$ cat config.mk
export PLATFORM = sky130hd
export DESIGN_NAME = resizer_master_port_flat
export DESIGN_NICKNAME = d
export VERILOG_FILES = /design/src/rtl/resizer_master_port_if.sv /design/src/rtl/resizer_master_port.sv /design/src/flat_wrapper.sv
export SDC_FILE = /design/constraint.sdc
export NUM_CORES = 1
export LEC_CHECK = 0
export ABC_AREA = 1
export BUFFER_PORTS_ARGS = -buffer_cell sky130_fd_sc_hd__buf_2
export CAP_MARGIN = 20
export CORE_MARGIN = 1
export CORE_UTILIZATION = 57
export CTS_CLUSTER_DIAMETER = 100
export DETAILED_ROUTE_END_ITERATION = 8
export HOLD_SLACK_MARGIN = 0.03
export PLACE_DENSITY_LB_ADDON = 0.1
export RECOVER_POWER = 100
export SLEW_MARGIN = 20
export SYNTH_ARGS = -nofsm -noshare
export SYNTH_HDL_FRONTEND = slang
export SYNTH_SLANG_ARGS = --single-unit
$ cat constraint.sdc
create_clock -name clk -period 4.16 [get_ports clk]
set_clock_uncertainty 0.05 [all_clocks]
set_input_delay 0 -clock clk [delete_from_list [all_inputs] [get_ports clk]]
set_output_delay 0 -clock clk [all_outputs]
set_load 0.01 [all_outputs]
$ cat src/rtl/resizer_master_port_if.sv
// Entry bus from the resizer buffer plus the AXI-Stream master bus.
// The master modport is the port block's view; slave is the buffer/sink side.
interface resizer_master_port_if #(
   parameter int T_DATA_WIDTH = 1,
   parameter int M_KEEP_WIDTH = 2
);
   localparam int BUF_OUT_ENTRY_SZ = (2 + T_DATA_WIDTH) * M_KEEP_WIDTH;

   logic [BUF_OUT_ENTRY_SZ-1:0]            master_entry;
   logic                                   master_entry_valid;
   logic                                   master_entry_ready;
   logic                                   m_axis_tvalid;
   logic                                   m_axis_tready;
   logic [T_DATA_WIDTH*M_KEEP_WIDTH-1:0]   m_axis_tdata;
   logic [M_KEEP_WIDTH-1:0]                m_axis_tkeep;
   logic                                   m_axis_tlast;

   modport master (
      input  master_entry,
      input  master_entry_valid,
      output master_entry_ready,
      output m_axis_tvalid,
      input  m_axis_tready,
      output m_axis_tdata,
      output m_axis_tkeep,
      output m_axis_tlast
   );

   modport slave (
      output master_entry,
      output master_entry_valid,
      input  master_entry_ready,
      input  m_axis_tvalid,
      output m_axis_tready,
      input  m_axis_tdata,
      input  m_axis_tkeep,
      input  m_axis_tlast
   );
endinterface

$ cat src/rtl/resizer_master_port.sv
// Resizer output stage: decodes packed lane entries into an AXI-Stream master
// through a main/skid register pair, drops null entries, counts packets.
//
// state   | meaning
// EMPTY   | no beat held; tvalid=0, ready=1
// ONE     | main slot holds a beat; tvalid=1, ready=1
// TWO     | main and skid both hold beats; tvalid=1, ready=0
module resizer_master_port #(
   parameter int T_DATA_WIDTH  = 1,
   parameter int M_KEEP_WIDTH  = 2,
   parameter int PKT_CNT_WIDTH = 16
) (
   input  logic                      clk,
   input  logic                      rst,
   resizer_master_port_if.master     bus,
   output logic [PKT_CNT_WIDTH-1:0]  pkt_count,
   output logic                      err_sparse
);
   localparam int L      = 2 + T_DATA_WIDTH;
   localparam int DATA_W = T_DATA_WIDTH * M_KEEP_WIDTH;

   typedef enum logic [1:0] {
      S_EMPTY = 2'd0,
      S_ONE   = 2'd1,
      S_TWO   = 2'd2
   } state_t;

   state_t                    state;
   logic                      ready_q;
   logic                      tvalid_q;
   logic [DATA_W-1:0]         main_data, skid_data;
   logic [M_KEEP_WIDTH-1:0]   main_keep, skid_keep;
   logic                      main_last, skid_last;
   logic [PKT_CNT_WIDTH-1:0]  pkt_q;
   logic                      err_q;

   logic [DATA_W-1:0]         dec_data;
   logic [M_KEEP_WIDTH-1:0]   dec_keep;
   logic [M_KEEP_WIDTH-1:0]   dec_last_v;
   logic                      dec_last;
   logic                      accept_nn;
   logic                      take;

   always_comb begin
      dec_data   = '0;
      dec_keep   = '0;
      dec_last_v = '0;
      for (int k = 0; k < M_KEEP_WIDTH; k++) begin
         dec_data[k*T_DATA_WIDTH +: T_DATA_WIDTH] = bus.master_entry[k*L +: T_DATA_WIDTH];
         dec_keep[k]   = bus.master_entry[k*L + T_DATA_WIDTH];
         dec_last_v[k] = bus.master_entry[k*L + T_DATA_WIDTH + 1];
      end
      dec_last = |dec_last_v;
   end

   // Null entries are still consumed (ready is honoured) but never stored.
   assign accept_nn = bus.master_entry_valid & ready_q & ((|dec_keep) | dec_last);
   assign take      = tvalid_q & bus.m_axis_tready;

   function automatic logic keep_contig(input logic [M_KEEP_WIDTH-1:0] k);
      logic [M_KEEP_WIDTH-1:0] kp1;
      kp1 = k + M_KEEP_WIDTH'(1);
      return ((k & kp1) == '0);
   endfunction

   always_ff @(posedge clk) begin
      if (rst) begin
         state     <= S_EMPTY;
         ready_q   <= 1'b0;
         tvalid_q  <= 1'b0;
         main_data <= '0;
         main_keep <= '0;
         main_last <= 1'b0;
         skid_data <= '0;
         skid_keep <= '0;
         skid_last <= 1'b0;
         pkt_q     <= '0;
         err_q     <= 1'b0;
      end else begin
         if (take && main_last)
            pkt_q <= pkt_q + PKT_CNT_WIDTH'(1);
         if (take && !keep_contig(main_keep))
            err_q <= 1'b1;

         case (state)
            S_EMPTY: begin
               ready_q <= 1'b1;
               if (accept_nn) begin
                  main_data <= dec_data;
                  main_keep <= dec_keep;
                  main_last <= dec_last;
                  tvalid_q  <= 1'b1;
                  state     <= S_ONE;
               end
            end
            S_ONE: begin
               if (take) begin
                  ready_q <= 1'b1;
                  if (accept_nn) begin
                     main_data <= dec_data;
                     main_keep <= dec_keep;
                     main_last <= dec_last;
                  end else begin
                     tvalid_q <= 1'b0;
                     state    <= S_EMPTY;
                  end
               end else if (accept_nn) begin
                  // Sink stalled: park the new beat and close the input.
                  skid_data <= dec_data;
                  skid_keep <= dec_keep;
                  skid_last <= dec_last;
                  ready_q   <= 1'b0;
                  state     <= S_TWO;
               end else begin
                  ready_q <= 1'b1;
               end
            end
            S_TWO: begin
               if (take) begin
                  main_data <= skid_data;
                  main_keep <= skid_keep;
                  main_last <= skid_last;
                  ready_q   <= 1'b1;
                  state     <= S_ONE;
               end else begin
                  ready_q <= 1'b0;
               end
            end
            default: begin
               state    <= S_EMPTY;
               tvalid_q <= 1'b0;
               ready_q  <= 1'b1;
            end
         endcase
      end
   end

   assign bus.master_entry_ready = ready_q;
   assign bus.m_axis_tvalid      = tvalid_q;
   assign bus.m_axis_tdata       = main_data;
   assign bus.m_axis_tkeep       = main_keep;
   assign bus.m_axis_tlast       = main_last;
   assign pkt_count              = pkt_q;
   assign err_sparse             = err_q;
endmodule

$ cat src/flat_wrapper.sv
// flat-port wrapper written by rule: the top's interface ports become plain ports
module resizer_master_port_flat 
#(
   parameter int T_DATA_WIDTH  = 1,
   parameter int M_KEEP_WIDTH  = 2,
   parameter int PKT_CNT_WIDTH = 16
)
  (clk, rst, pkt_count, err_sparse, bus_master_entry, bus_master_entry_valid, bus_master_entry_ready, bus_m_axis_tvalid, bus_m_axis_tready, bus_m_axis_tdata, bus_m_axis_tkeep, bus_m_axis_tlast);
  resizer_master_port_if #(.T_DATA_WIDTH(T_DATA_WIDTH), .M_KEEP_WIDTH(M_KEEP_WIDTH)) bus_i ();
  input  logic clk;
  input  logic rst;
  output logic [PKT_CNT_WIDTH-1:0] pkt_count;
  output logic err_sparse;
  input wire logic [$bits(bus_i.master_entry)-1:0] bus_master_entry;
  input wire logic [$bits(bus_i.master_entry_valid)-1:0] bus_master_entry_valid;
  output wire logic [$bits(bus_i.master_entry_ready)-1:0] bus_master_entry_ready;
  output wire logic [$bits(bus_i.m_axis_tvalid)-1:0] bus_m_axis_tvalid;
  input wire logic [$bits(bus_i.m_axis_tready)-1:0] bus_m_axis_tready;
  output wire logic [$bits(bus_i.m_axis_tdata)-1:0] bus_m_axis_tdata;
  output wire logic [$bits(bus_i.m_axis_tkeep)-1:0] bus_m_axis_tkeep;
  output wire logic [$bits(bus_i.m_axis_tlast)-1:0] bus_m_axis_tlast;
  assign bus_i.master_entry = bus_master_entry;
  assign bus_i.master_entry_valid = bus_master_entry_valid;
  assign bus_master_entry_ready = bus_i.master_entry_ready;
  assign bus_m_axis_tvalid = bus_i.m_axis_tvalid;
  assign bus_i.m_axis_tready = bus_m_axis_tready;
  assign bus_m_axis_tdata = bus_i.m_axis_tdata;
  assign bus_m_axis_tkeep = bus_i.m_axis_tkeep;
  assign bus_m_axis_tlast = bus_i.m_axis_tlast;
  resizer_master_port #(.T_DATA_WIDTH(T_DATA_WIDTH), .M_KEEP_WIDTH(M_KEEP_WIDTH), .PKT_CNT_WIDTH(PKT_CNT_WIDTH)) u_core (.clk(clk), .rst(rst), .bus(bus_i), .pkt_count(pkt_count), .err_sparse(err_sparse));
endmodule
# ---- Word-level counts from Yosys, hierarchy flattened
# Cells that the tools add are included.
dict set report word_totals {
  regBits 31
  inputBits 10
  output_inout_bits 24
  elab_cells 66
}
dict set report classes {
  addsub 2
  eq_ne 8
  muxes 26
  bitwise_logic 7
  reduce_logical 12
}
# operator count
set ops {}
lappend ops {{$mux W2} 11}
lappend ops {{$pmux W2 S3} 3}
lappend ops {{$add A16 B1 Y16 const B} 1}
lappend ops {{$mux W1} 9}
lappend ops {{$reduce_and A4 Y1} 2}
lappend ops {{$ne A2 B1 Y1 const B} 3}
lappend ops {{$pmux W1 S3} 2}
lappend ops {{$reduce_and A3 Y1} 2}
lappend ops {{$logic_not A2 Y1} 2}
lappend ops {{$reduce_or A2 Y1} 2}
lappend ops {{$and A1 B1 Y1} 3}
lappend ops {{$ne A3 B1 Y1 const B} 1}
lappend ops {{$ne A3 B3 Y1 const B} 1}
lappend ops {{$reduce_bool A3 Y1} 1}
lappend ops {{$add A2 B1 Y2 const B} 1}
lappend ops {{$and A2 B2 Y2} 1}
lappend ops {{$eq A2 B1 Y1 const B} 1}
lappend ops {{$eq A2 B2 Y1 const B} 1}
lappend ops {{$logic_and A1 B1 Y1} 2}
lappend ops {{$ne A2 B2 Y1 const B} 1}
lappend ops {{$not A1 Y1} 2}
lappend ops {{$pmux W1 S2} 1}
lappend ops {{$logic_not A1 Y1} 1}
lappend ops {{$or A1 B1 Y1} 1}

# ---- Longest topological paths before layout
# Gate-level depths: netlist (run 1).
dict set report logic_depth {
  ltp_word 6
  mapped_depth 9
  ltp_nobuf 9
}

# ---- Worst setup path before layout (run 1)
# No wires, ideal clock.
dict set report synth_timing {
  path_type {register to register}
  start {register u_core.state[0]}
  end {register u_core.main_data[0], in the netlist u_core.bus.m_axis_tdata[0]}
  setup_ns 0.071
  arrival_time_ns 1.314
  required_ns 4.039
  slack_ns 2.725
  path_stages_with_launch 9
  path_buffers 1
  synth_period_minus_slack_ns 1.435
  cell_sequence {dfxtp_1 > inv_1 > ha_1 > inv_1 > clkbuf_1 > nand2_1 > o21ai_0 > nand3_1 > a21oi_1}
}
dict set report synth_via {
  elab_chain_cells 3
  word_cells_on_any_way 8
  cone_classes {4 x eq/ne; 1 x mux; 3 x reduce/logical}
}
# item line_no
set synth_rtl {}
lappend synth_rtl {{start: declaration} resizer_master_port.sv:28} ;# state_t state;
lappend synth_rtl {{start signal: assignment} resizer_master_port.sv:68} ;# state <= S_EMPTY;
lappend synth_rtl {{start signal: assignment} resizer_master_port.sv:93} ;# state <= S_ONE;
lappend synth_rtl {{start signal: assignment} resizer_master_port.sv:105} ;# state <= S_EMPTY;
lappend synth_rtl {{$eq A2 B2 Y1 (tied with other cells)} resizer_master_port.sv:85} ;# case (state)
lappend synth_rtl {{$ne A2 B1 Y1 (no line) or $reduce_bool A3 Y1 (tied branches)} -}
lappend synth_rtl {{$reduce_and A3 Y1 (no line)} -}
lappend synth_rtl {{end signal: assignment} resizer_master_port.sv:89} ;# main_data <= dec_data;
lappend synth_rtl {{end signal: assignment} resizer_master_port.sv:100} ;# main_data <= dec_data;
lappend synth_rtl {{end signal: assignment} resizer_master_port.sv:120} ;# main_data <= skid_data;
lappend synth_rtl {{end: declaration} resizer_master_port.sv:31} ;# logic [DATA_W-1:0] main_data, skid_data;
# Parallel ways exist; a longest one is shown, timed or not.
# A chain may end at the register's enable or synchronous reset.

# ---- Final worst setup path (run 1)
# Ends and elaborated chain as after synthesis.

==> results.json, run 1 <==
{
  "grt_setup_unrepaired": "false",
  "netlist_instances": 233,
  "gp_routability_congestion": 0.864,
  "r2r_slack_ps": 2190,
  "end_kind": "flop",
  "netSwitchingFraction_pct": 38.2,
  "placed_cell_area_um2": 1790,
  "netlist.area_leader.share_pct": 38.8,
  "timing.critical_path.arrival_ps": 2110,
  "area.growth.synth_to_final_pct": 13.8,
  "max_slew_margin_pct": 60.1,
  "wire_per_inst_um": 11.4,
  "worst_setup_hold_path_clk_slew_ps": 100,
  "worstPathCellList": "inv_1, ha_1, inv_1, nor2_1, nor2_1, nand2_1, nand2_1, a21oi_1",
  "final_max_slew_viol_count": 0,
  "postCtsSetupRepairBufs": 0,
  "wire_length_reported_by_the_detailed_router_um": 3510,
  "final_hold_viol_count": 0,
  "number_of_buffers_and_inverters_on_the_critical_path": 2,
  "total_of_hold_buffers_inserted_after_clock_tree_synthesis": 7,
  "required_time_of_the_critical_path_ps": 4300,
  "worst_hold_path_type": "in -> reg",
  "ctsRootBufferMaster": "clkbuf_4",
  "worst_path_max_stage_delay_ps": 390,
  "netlist_area_um2": 1600,
  "register_area_um2": 621,
  "overflow_left_after_global_routing": 0,
  "design.portCount": 34,
  "mappedNetlistNets": 248,
  "syn_area_per_cell_um2": 6.87,
  "antenna-diode-count": 0,
  "multi_input_comb_area_um2": 782,
  "critical_path.startpoint": "u_core.state[0]",
  "antenna_violations_before_repair": 0,
  "cts_buffers": 5,
  "yosys.area.top_type": "dfxtp_1",
  "num-fill-cells": 241,
  "drt-pass1-iter-count": 4,
  "share_clk_of_total_power_pct": 21.2,
  "ys_ff_latch": 31,
  "clock_insertion_delay_worst_skew_ps": 320,
  "layout.nets": 291,
  "netlist-cell-type-count": 24,
  "cellLeakagePower_nw": 0.775,
  "ant_nets_after_route": 0,
  "die_height_um": 55.0,
  "total_switching_power_mw": 0.304,
  "first_iter_violations": 28,
  "min_delay_path_depth": 7,
  "worst_r2r_endpoint": "u_core.bus.m_axis_tdata[0]",
  "hold_path_startpoint": "bus_master_entry[5]",
  "setup_total_negative_slack_ps": 0,
  "finalSetupViolCount": 0,
  "crit_path_start_kind": "flop",
  "synth-seq-area-share_pct": 38.8,
  "post-route-period-util_pct": 47.5,
  "first_pass_grt_wire_length_um": 5580,
  "critPathTopFamily": "simple AND/OR/NAND/NOR gates",
  "worst_case_vdd_ir_drop_v": 0.000369,
  "globalRouteTotalUtil_pct": 26.0,
  "critical_path_class": "reg -> reg",
  "floorplan.initialDensity_pct": 62.3,
  "core_area_um2": 2570,
  "worst_path_max_delay_cell": "dfxtp_1",
  "power.sequential.fraction_pct": 45.6,
  "cts_sinks": 31,
  "combPwrFrac_pct": 33.2,
  "clock_path_buffers": 2,
  "synthTopCellsByArea": "dfxtp_1 (39%), nand2_1 (11%), inv_1 (7.5%)",
  "cts_tree": "yes",
  "detail_route.drc_violations": 0,
  "htree_levels": 2,
  "largest_driver_fanout_on_the_critical_path": 12,
  "number_of_max_capacitance_violations_reported": 0,
  "powerDensity_nw_per_um2": 436,
  "final_design_area_no_fill_um2": 1820,
  "run_status": "completed",
  "fmax_ghz": 0.506,
  "vias_per_cell": 5.21,
  "placement.io_buffers": 33,
  "floorplan.die_area_um2": 3020,
  "cts_resized": 0,
  "min_period_ps": 1970,
  "crit-reg2reg-launch": "u_core.state[0]",
  "placementRows": 18,
  "grt_start_max_net_pins": 22,
  "timing.reg2reg.worst_path_depth": 8,
  "worst_margin_slew_ps": 598,
  "place_hpwl_um": 2460,
  "number_of_global_route_vias_before_repair": 1323,
  "yosysWarnings": 0,
  "floorplan.die.width_um": 55.0,
  "power.internal_mw": 0.491,
  "routed-via-count": 1600,
  "final_layout_size_suffix_gt1_share_pct": 7.22,
  "hold_path_end": "u_core.bus.m_axis_tlast"
}
-- tightest hold or removal path, cell delays in order --
cell	delay, ps
buf_2	90
nor2_2	50
nor2_1	70
a21oi_1	50
nand3_1	60
nand2_1	50
a21oi_1	100
-- through the flow --
stage | util [%] | setup WS, ps | power [mW] | cells | hold slack (ps)
floorplan | - | 2730 | 0.574 | 233 | 109
global placement | 69.6 | 2540 | 0.641 | 292 | 219
detailed placement | 69.6 | 2470 | 0.644 | 292 | 236
CTS | 74.3 | 2440 | 0.814 | 307 | 99.8
global route | 71.0 | 2020 | 0.848 | 307 | 169
finish | 71.0 | 2190 | 0.794 | 307 | 133
-- synthesized netlist by cell type --
library cell  count
a31oi_1           2
dfxtp_1          31
nor2_2            1
o21a_1            1
o21ai_0          15
inv_1            32
buf_2             1
nor3b_1           1
nor2_4            4
nand2_1          47
clkbuf_1          3
nor3_1            2
a21oi_1          20
nor3_2            1
ha_1              5
a211oi_1          1
nand3b_1          1
nand3_1          18
nand4_1           6
o21ai_1           1
nor2_1           29
inv_2             2
nor3_4            1
nand2_2           8
-- cell families after synthesis --
kind of cell	count (synthesis)	share of synthesized area, %
and+or+nand+nor	119	35.3
AOI/OAI and AO/OA	40	13.0
adders and majority gates	5	3.91
buffers and inverters	38	8.99
DFF	31	38.8
-- registers in the layout, summed over array words and instances (netlist names), 2 cells and up --
| name | count |
|---|---|
| u_core.skid_keep | 2 |
| u_core.bus.m_axis_tkeep | 2 |
| u_core.pkt_count | 16 |
| u_core.skid_data | 2 |
| u_core.state | 2 |
| u_core.bus.m_axis_tdata | 2 |
-- worst max-delay path by stage --
stage / slack (ps) / endpoint / depth (start not counted)
floorplan: 2730 / u_core.bus.m_axis_tdata[0] / 8
global placement: 2540 / u_core.bus.m_axis_tdata[0] / 8
detailed placement: 2470 / u_core.bus.m_axis_tdata[0] / 8
CTS: 2440 / u_core.bus.m_axis_tdata[0] / 8
global route: 2020 / u_core.bus.m_axis_tdata[0] / 8
finish: 2190 / u_core.bus.m_axis_tdata[0] / 8
-- placed cells by master, fill, tap and decap left out --
cell type      count
a211oi_1           1
a21oi_1           20
a31oi_1            2
buf_2              8
clkbuf_1          27
clkbuf_4           5
clkinv_2           1
dfxtp_1           31
dlygate4sd3_1      7
ha_1               5
inv_1             33
inv_2              1
nand2_1           52
nand2_2            3
nand3_1           18
nand3b_1           1
nand4_1            6
nor2_1            33
nor2_2             1
nor3_1             3
nor3_2             1
nor3b_1            1
o21a_1             1
o21ai_0           16
-- routing by layer --
metal  up-vias  share of wire [%]  GRT usage [%]
met5         -                  0              0
met4         0                1.0           9.58
met3         5                4.6           6.28
met2        40                 44           41.6
met1       720                 50           33.8
li1        835                  -              -
-- power groups by stage --
stage	Clock, mW	Sequential (mW)	Combinational [mW]
after floorplan	0	0.378	0.196
after global placement	0	0.369	0.272
after detailed placement	0	0.370	0.274
after CTS	0.171	0.363	0.281
after global routing	0.178	0.369	0.301
final	0.169	0.362	0.264
-- final cells by class --
cell class | instances | area share (%)
flip-flops and latches | 31 | 34.1
multi-input cells | 164 | 42.9
inverters | 34 | 7.01
clock inverters | 1 | 0.275
repair buffers | 40 | 11.2
well taps | 30 | 2.06
clock buffers | 7 | 2.47
No activity file was read; power rests on OpenSTA's default activity.
==> run 2, diff against run 1 <==
--- a/config.mk
+++ b/config.mk
@@ -9,7 +9,7 @@
 export BUFFER_PORTS_ARGS = -buffer_cell sky130_fd_sc_hd__buf_2
 export CAP_MARGIN = 20
 export CORE_MARGIN = 1
-export CORE_UTILIZATION = 57
+export CORE_UTILIZATION = 48
 export CTS_CLUSTER_DIAMETER = 100
 export DETAILED_ROUTE_END_ITERATION = 8
 export HOLD_SLACK_MARGIN = 0.03
==> constraint.sdc (replaced) <==
create_clock -name clk -period 1.7 [get_ports clk]
set_clock_uncertainty 0.05 [all_clocks]
set_input_delay 0 -clock clk [delete_from_list [all_inputs] [get_ports clk]]
set_output_delay 0 -clock clk [all_outputs]
set_load 0.01 [all_outputs]
==> run 2 against run 1 <==
Worst hold slack got worse by 81 ps. Core utilization decreased by 9.3 points. Power increased to 2.7 times the previous value. Register-to-register slack got worse by 2100 ps. Sequential share of layout area decreased by 1.6 points. Final cell count increased by 4.9%. Count of clock-buffer cells in the layout increased by 1. Critical path type unchanged.
==> results.json, run 2 (same netlist as run 1, synthesis figures left out) <==
{
  "finalSetupViolCount": 0,
  "ctsRootBufferMaster": "clkbuf_4",
  "largest_reg_flops": 16,
  "drt-pass1-iter-count": 4,
  "end_kind": "flop",
  "wire_per_inst_um": 11.0,
  "final_hold_viol_count": 0,
  "first_pass_grt_wire_length_um": 6060,
  "place_ws_ps": 125,
  "most_common_cell_after_layout_fill_and_taps_aside": "nand2_1",
  "final_layout_size_suffix_gt1_share_pct": 12.6,
  "worst_margin_slew_ps": 612,
  "min_period_ps": 1580,
  "floorplan.initialDensity_pct": 51.6,
  "cts_sinks": 31,
  "ant_nets_after_route": 0,
  "post-route-period-util_pct": 92.9,
  "placement.io_buffers": 33,
  "grt_use_met1_pct": 29.0,
  "max_slew_margin_pct": 59.2,
  "global_route.usage.met2_pct": 35.2,
  "run_status": "completed",
  "crit_path_start_kind": "flop",
  "vias_per_cell": 5.01,
  "timing.critical_path.arrival_ps": 1740,
  "antenna-diode-count": 0,
  "worst_case_vdd_ir_drop_v": 0.000675,
  "fin_hold_ws_ps": 52.4,
  "grt_use_met3_pct": 4.76,
  "globalRouteTotalUtil_pct": 22.3,
  "clock_insertion_delay_worst_skew_ps": 330,
  "htree_levels": 2,
  "largest_driver_fanout_on_the_critical_path": 6,
  "number_of_max_capacitance_violations_reported": 0,
  "cts_tree": "yes",
  "fmax_ghz": 0.634,
  "wire_length_reported_by_the_detailed_router_um": 3540,
  "design.portCount": 34,
  "worst_hold_path_type": "in -> reg",
  "cellLeakagePower_nw": 0.796,
  "floorplan.die.width_um": 59.7,
  "detail_route.drc_violations": 0,
  "antenna_violations_before_repair": 0,
  "clock_path_buffers": 2,
  "critical_path_class": "reg -> reg",
  "routed-via-count": 1614,
  "mostFrequentLayoutCells": "nand2_1 (48), inv_1 (32), dfxtp_1 (31), nor2_1 (28), clkbuf_1 (25)",
  "number_of_global_route_vias_before_repair": 1452,
  "powerDensity_nw_per_um2": 1100,
  "worst_setup_hold_path_clk_slew_ps": 100,
  "first_iter_violations": 86,
  "placed_cell_area_um2": 1810,
  "final_max_slew_viol_count": 0,
  "grt_start_max_net_pins": 22,
  "cts_buffers": 5,
  "placementRows": 20,
  "layout.nets": 292,
  "postCtsSetupRepairBufs": 0,
  "place_hpwl_um": 2550,
  "die_height_um": 59.7,
  "gp_routability_congestion": 0.842,
  "core_area_um2": 3100,
  "overflow_left_after_global_routing": 0,
  "post-route-worst-setup-slack_ps": 121,
  "floorplan.die_area_um2": 3570,
  "final_design_area_no_fill_um2": 1910,
  "setup_total_negative_slack_ps": 0,
  "area.growth.synth_to_final_pct": 19.6,
  "required_time_of_the_critical_path_ps": 1860,
  "power_mw": 2.11,
  "grt.busiest_layer": "met2"
}
[run 2: changes by cell type in the layout (fill, tap and decap cells not counted), moves of 2 or more]
cell / delta
clkbuf_1: -2
clkbuf_8: +2
o21ai_1: +3
o21ai_0: -3
nor2_2: +2
nand2_1: -4
nor2_1: -5
nor2_4: +3
nand2_2: +4
[run 2: what timing repair did]
item / 4_1_cts / 5_1_grt
endpoints found under the hold margin: 14 / 0
gates resized for setup: 0 / 6
hold buffers: 7 / 0
setup endpoints to repair: 0 / 10
[run 2: routing by layer]
metal / routed length, µm / part of all wire (%)
met2: 1510 / 43
met5: 0 / 0
met1: 1780 / 50
met3: 194 / 5.5
met4: 63 / 1.8
[run 2: worst max-delay path, cell delays in order, from the launching register on]
cell	delay, ps
dfxtp_1	410
inv_1	90
ha_1	270
inv_2	120
nor2_2	70
nor2_4	190
nand2_2	120
nand2_1	80
a21oi_1	60
[run 2: metrics by stage]
stage / instances / utilization (%)
global route: 322 / 61.7
finish: 322 / 61.7
global placement: 307 / 58.4
CTS: 322 / 62.9
detailed placement: 307 / 58.4
floorplan: 233 / -
[run 2: path summary, 6_finish.rpt]
kind,start,endpoint,slack (ps),cells after the start
max,u_core.state[0],u_core.bus.m_axis_tkeep[0],120,8
max reg2reg,u_core.state[0],u_core.bus.m_axis_tkeep[0],120,8
min,bus_m_axis_tready,u_core.pkt_count[0],50,4
min reg2reg,u_core.skid_data[1],u_core.skid_data[1],410,2
[run 2: cell type report]
cell class | instances | area, µm²
Tap cell | 44 | 55.1
Clock buffer | 8 | 68.8
Sequential cell | 31 | 621
Inverter | 34 | 128
Timing Repair Buffer | 41 | 213
Fill cell | 326 | 1190
Multi-Input combinational cell | 164 | 830
[run 2: where the power goes]
part / total [mW] / switching (mW) / internal (mW)
clock network: 0.511 / 0.268 / 0.243
registers: 0.889 / 0.0695 / 0.820
logic: 0.707 / 0.459 / 0.248
==> run 3, diff against run 2 <==
--- a/config.mk
+++ b/config.mk
@@ -5,11 +5,9 @@
 export SDC_FILE = /design/constraint.sdc
 export NUM_CORES = 1
 export LEC_CHECK = 0
-export ABC_AREA = 1
 export BUFFER_PORTS_ARGS = -buffer_cell sky130_fd_sc_hd__buf_2
-export CAP_MARGIN = 20
 export CORE_MARGIN = 1
-export CORE_UTILIZATION = 48
+export CORE_UTILIZATION = 33
 export CTS_CLUSTER_DIAMETER = 100
 export DETAILED_ROUTE_END_ITERATION = 8
 export HOLD_SLACK_MARGIN = 0.03
==> run 3 against run 2 <==
First-iteration DRC count down 48%. Worst hold slack worse by 18 ps. Area after synthesis down 6.3%. Combinational power down 13%. Flip-flop and latch count unchanged. Via count down 12%. Final cell count down 12%. Power up 5.5%. Sequential share of layout area down 2.1 points. Cell area up 8.6%. Largest cell class unchanged. Largest power group unchanged.
==> results.json, run 3 <==
{
  "wire_length_reported_by_the_detailed_router_um": 3610,
  "netlist-cell-type-count": 38,
  "netlist_instances": 168,
  "antenna_violations_before_repair": 0,
  "wire_per_inst_um": 12.8,
  "run_status": "completed",
  "crit_path_start_kind": "flop",
  "cts_tree": "yes",
  "clock_path_buffers": 2,
  "power_mw": 2.22,
  "combPwrFrac_pct": 27.8,
  "worst_path_max_delay_cell": "or4_4",
  "asyncSetResetFlopFracSynth_pct": 0,
  "min_period_ps": 1670,
  "cts_buffers": 5,
  "gp_routability_congestion": 0.817,
  "end_kind": "flop",
  "first_iter_violations": 45,
  "power.sequential.fraction_pct": 38.4,
  "cts_sinks": 31,
  "ant_nets_after_route": 0,
  "number_of_buffers_and_inverters_on_the_critical_path": 1,
  "syn_area_per_cell_um2": 8.93,
  "antenna-diode-count": 0,
  "yosys.area.top_type": "dfxtp_1",
  "routed-via-count": 1426,
  "placementRows": 24,
  "powerDensity_nw_per_um2": 1070,
  "clock_insertion_delay_worst_skew_ps": 280,
  "floorplan.initialDensity_pct": 34.5,
  "final_hold_viol_count": 0,
  "critPathTopFamily": "simple AND/OR/NAND/NOR gates",
  "yosysWarnings": 0,
  "core_area_um2": 4350,
  "final_layout_size_suffix_gt1_share_pct": 32.0,
  "number_of_global_route_vias_before_repair": 1274,
  "area.growth.synth_to_final_pct": 38.5,
  "vias_per_cell": 5.04,
  "fmax_ghz": 0.598,
  "total_switching_power_mw": 0.674,
  "placement.io_buffers": 33,
  "place_hpwl_um": 2540,
  "worst_path_max_stage_delay_ps": 560,
  "netSwitchingFraction_pct": 30.3,
  "synth-edff-count": 0,
  "ctsRootBufferMaster": "clkbuf_8",
  "ys_ff_latch": 31,
  "yosys.cell_count.top_type": "dfxtp_1",
  "netlist_area_um2": 1500,
  "htree_levels": 2,
  "layout.nets": 245,
  "worst_setup_hold_path_clk_slew_ps": 70,
  "drt-pass1-iter-count": 4,
  "power.internal_mw": 1.55,
  "worst_case_vdd_ir_drop_v": 0.000450,
  "most_common_cell_after_layout_fill_and_taps_aside": "dfxtp_1",
  "critical_path_class": "reg -> reg",
  "first_pass_grt_wire_length_um": 5880,
  "synth-seq-area-share_pct": 41.4,
  "final-instance-count-excl-fill": 283,
  "required_time_of_the_critical_path_ps": 1860,
  "ys_dominant_reg_cell": "dfxtp_1",
  "mostFrequentLayoutCells": "dfxtp_1 (24), clkbuf_1 (20), nor2_1 (18), buf_2 (16), buf_4 (16)",
  "design.portCount": 34,
  "synthTopCellsByArea": "dfxtp_1 (41%), a21oi_1 (5.3%), mux2i_1 (5.3%)",
  "dpl.cell_count": 265,
  "post_synth_most_frequent_cells": "dfxtp_1 (31), nor2_1 (19), a21oi_1 (16)",
  "die_height_um": 69.4,
  "floorplan.die.width_um": 69.4,
  "post-route-period-util_pct": 98.3,
  "worst_hold_path_type": "in -> reg",
  "grt_setup_unrepaired": "true",
  "finalSetupViolCount": 0,
  "timing.critical_path.arrival_ps": 1830,
  "mappedNetlistNets": 183,
  "share_clk_of_total_power_pct": 33.9,
  "largest_driver_fanout_on_the_critical_path": 6,
  "floorplan.die_area_um2": 4820,
  "worst_margin_slew_ps": 604,
  "final_max_slew_viol_count": 0,
  "largest_reg_flops": 16,
  "max_slew_margin_pct": 59.7,
  "cellLeakagePower_nw": 0.800,
  "overflow_left_after_global_routing": 0,
  "detail_route.drc_violations": 0,
  "number_of_max_capacitance_violations_reported": 0,
  "globalRouteTotalUtil_pct": 15.5,
  "netlist.area_leader.share_pct": 41.4,
  "grt_start_max_net_pins": 33,
  "worstPathCellList": "buf_6, nand2_4, or4_4, or3_1, a21oi_1"
}
-- run 3: changes by cell type after synthesis, sizes merged, moves of 3 or more --
cell / delta
a21oi: -4
nor2: -15
or3: +5
or4: +6
nand2: -45
inv: -26
a311oi: +4
xnor2: +3
xor2: +5
o21ai: -7
nand3: -10
mux2i: +8
-- run 3: worst paths after layout --
check | slack (ps) | cells past startpoint | to | from
worst max-delay path | 30 | 5 | u_core.pkt_count[13] | u_core.pkt_count[1]
worst min register to register | 430 | 2 | u_core.err_sparse | u_core.err_sparse
worst min-delay path | 30 | 3 | u_core.skid_last | bus_master_entry[2]
worst max register to register | 30 | 5 | u_core.pkt_count[13] | u_core.pkt_count[1]
-- run 3: power by group through the flow --
stage	Clock, mW	Combinational [mW]	Sequential [mW]
after floorplan	0	0.353	0.900
after detailed placement	0	0.582	0.869
after global routing	0.806	0.699	0.861
final	0.753	0.617	0.852
after global placement	0	0.574	0.866
after CTS	0.774	0.592	0.854
-- run 3: per-layer routing --
metal / up-vias / global-route usage, % / share of wire (%)
met5: - / 0 / 0
met4: 0 / 6.12 / 1.2
li1: 736 / - / -
met2: 28 / 27.1 / 51
met3: 4 / 4.36 / 3.6
met1: 658 / 17.8 / 45
-- run 3: timing repair --
| action | in CTS | in global routing |
|---|---|---|
| endpoints found under the hold margin | 4 | 0 |
| resized for setup | 2 | 12 |
| hold buffers | 4 | 0 |
| setup buffers | 2 | 4 |
| pin swaps | 5 | 9 |
| setup endpoints to repair | 1 | 11 |
-- run 3: stage by stage --
stage | area [µm²] | hold slack (ps) | TNS [ps] | util (%) | setup slack (ps)
floorplan | 1510 | 51.1 | 0 | - | 2.50
global placement | 1850 | 205 | 0 | 42.6 | 57.2
detailed placement | 1850 | 220 | -5.93 | 42.6 | -5.93
CTS | 2040 | 40.0 | 0 | 46.8 | 1.32
global route | 2080 | 42.1 | -146 | 47.7 | -29.2
finish | 2080 | 34.1 | 0 | 47.7 | 28.7
-- run 3: final cells by class --
class	count	area (µm²)
Clock buffer	6	82.6
Clock inverter	2	35.0
Fill cell	437	2280
Inverter	8	30.0
Multi-Input combinational cell	123	881
Sequential cell	31	629
Tap cell	52	65.1
Timing Repair Buffer	61	355
-- run 3: worst register-to-register path, stage by stage (launching register included) --
cell	delay [ps]
dfxtp_2	360
buf_6	110
nand2_4	50
or4_4	560
or3_1	360
a21oi_1	120
-- run 3: cell families after synthesis --
group | Yosys count | share of synthesized area (%)
mux | 8 | 5.34
flops | 31 | 41.4
fa+ha+maj | 5 | 4.17
buf+inv | 14 | 3.59
compound gates | 40 | 16.8
xor+xnor | 8 | 4.67
simple gates | 62 | 24.0
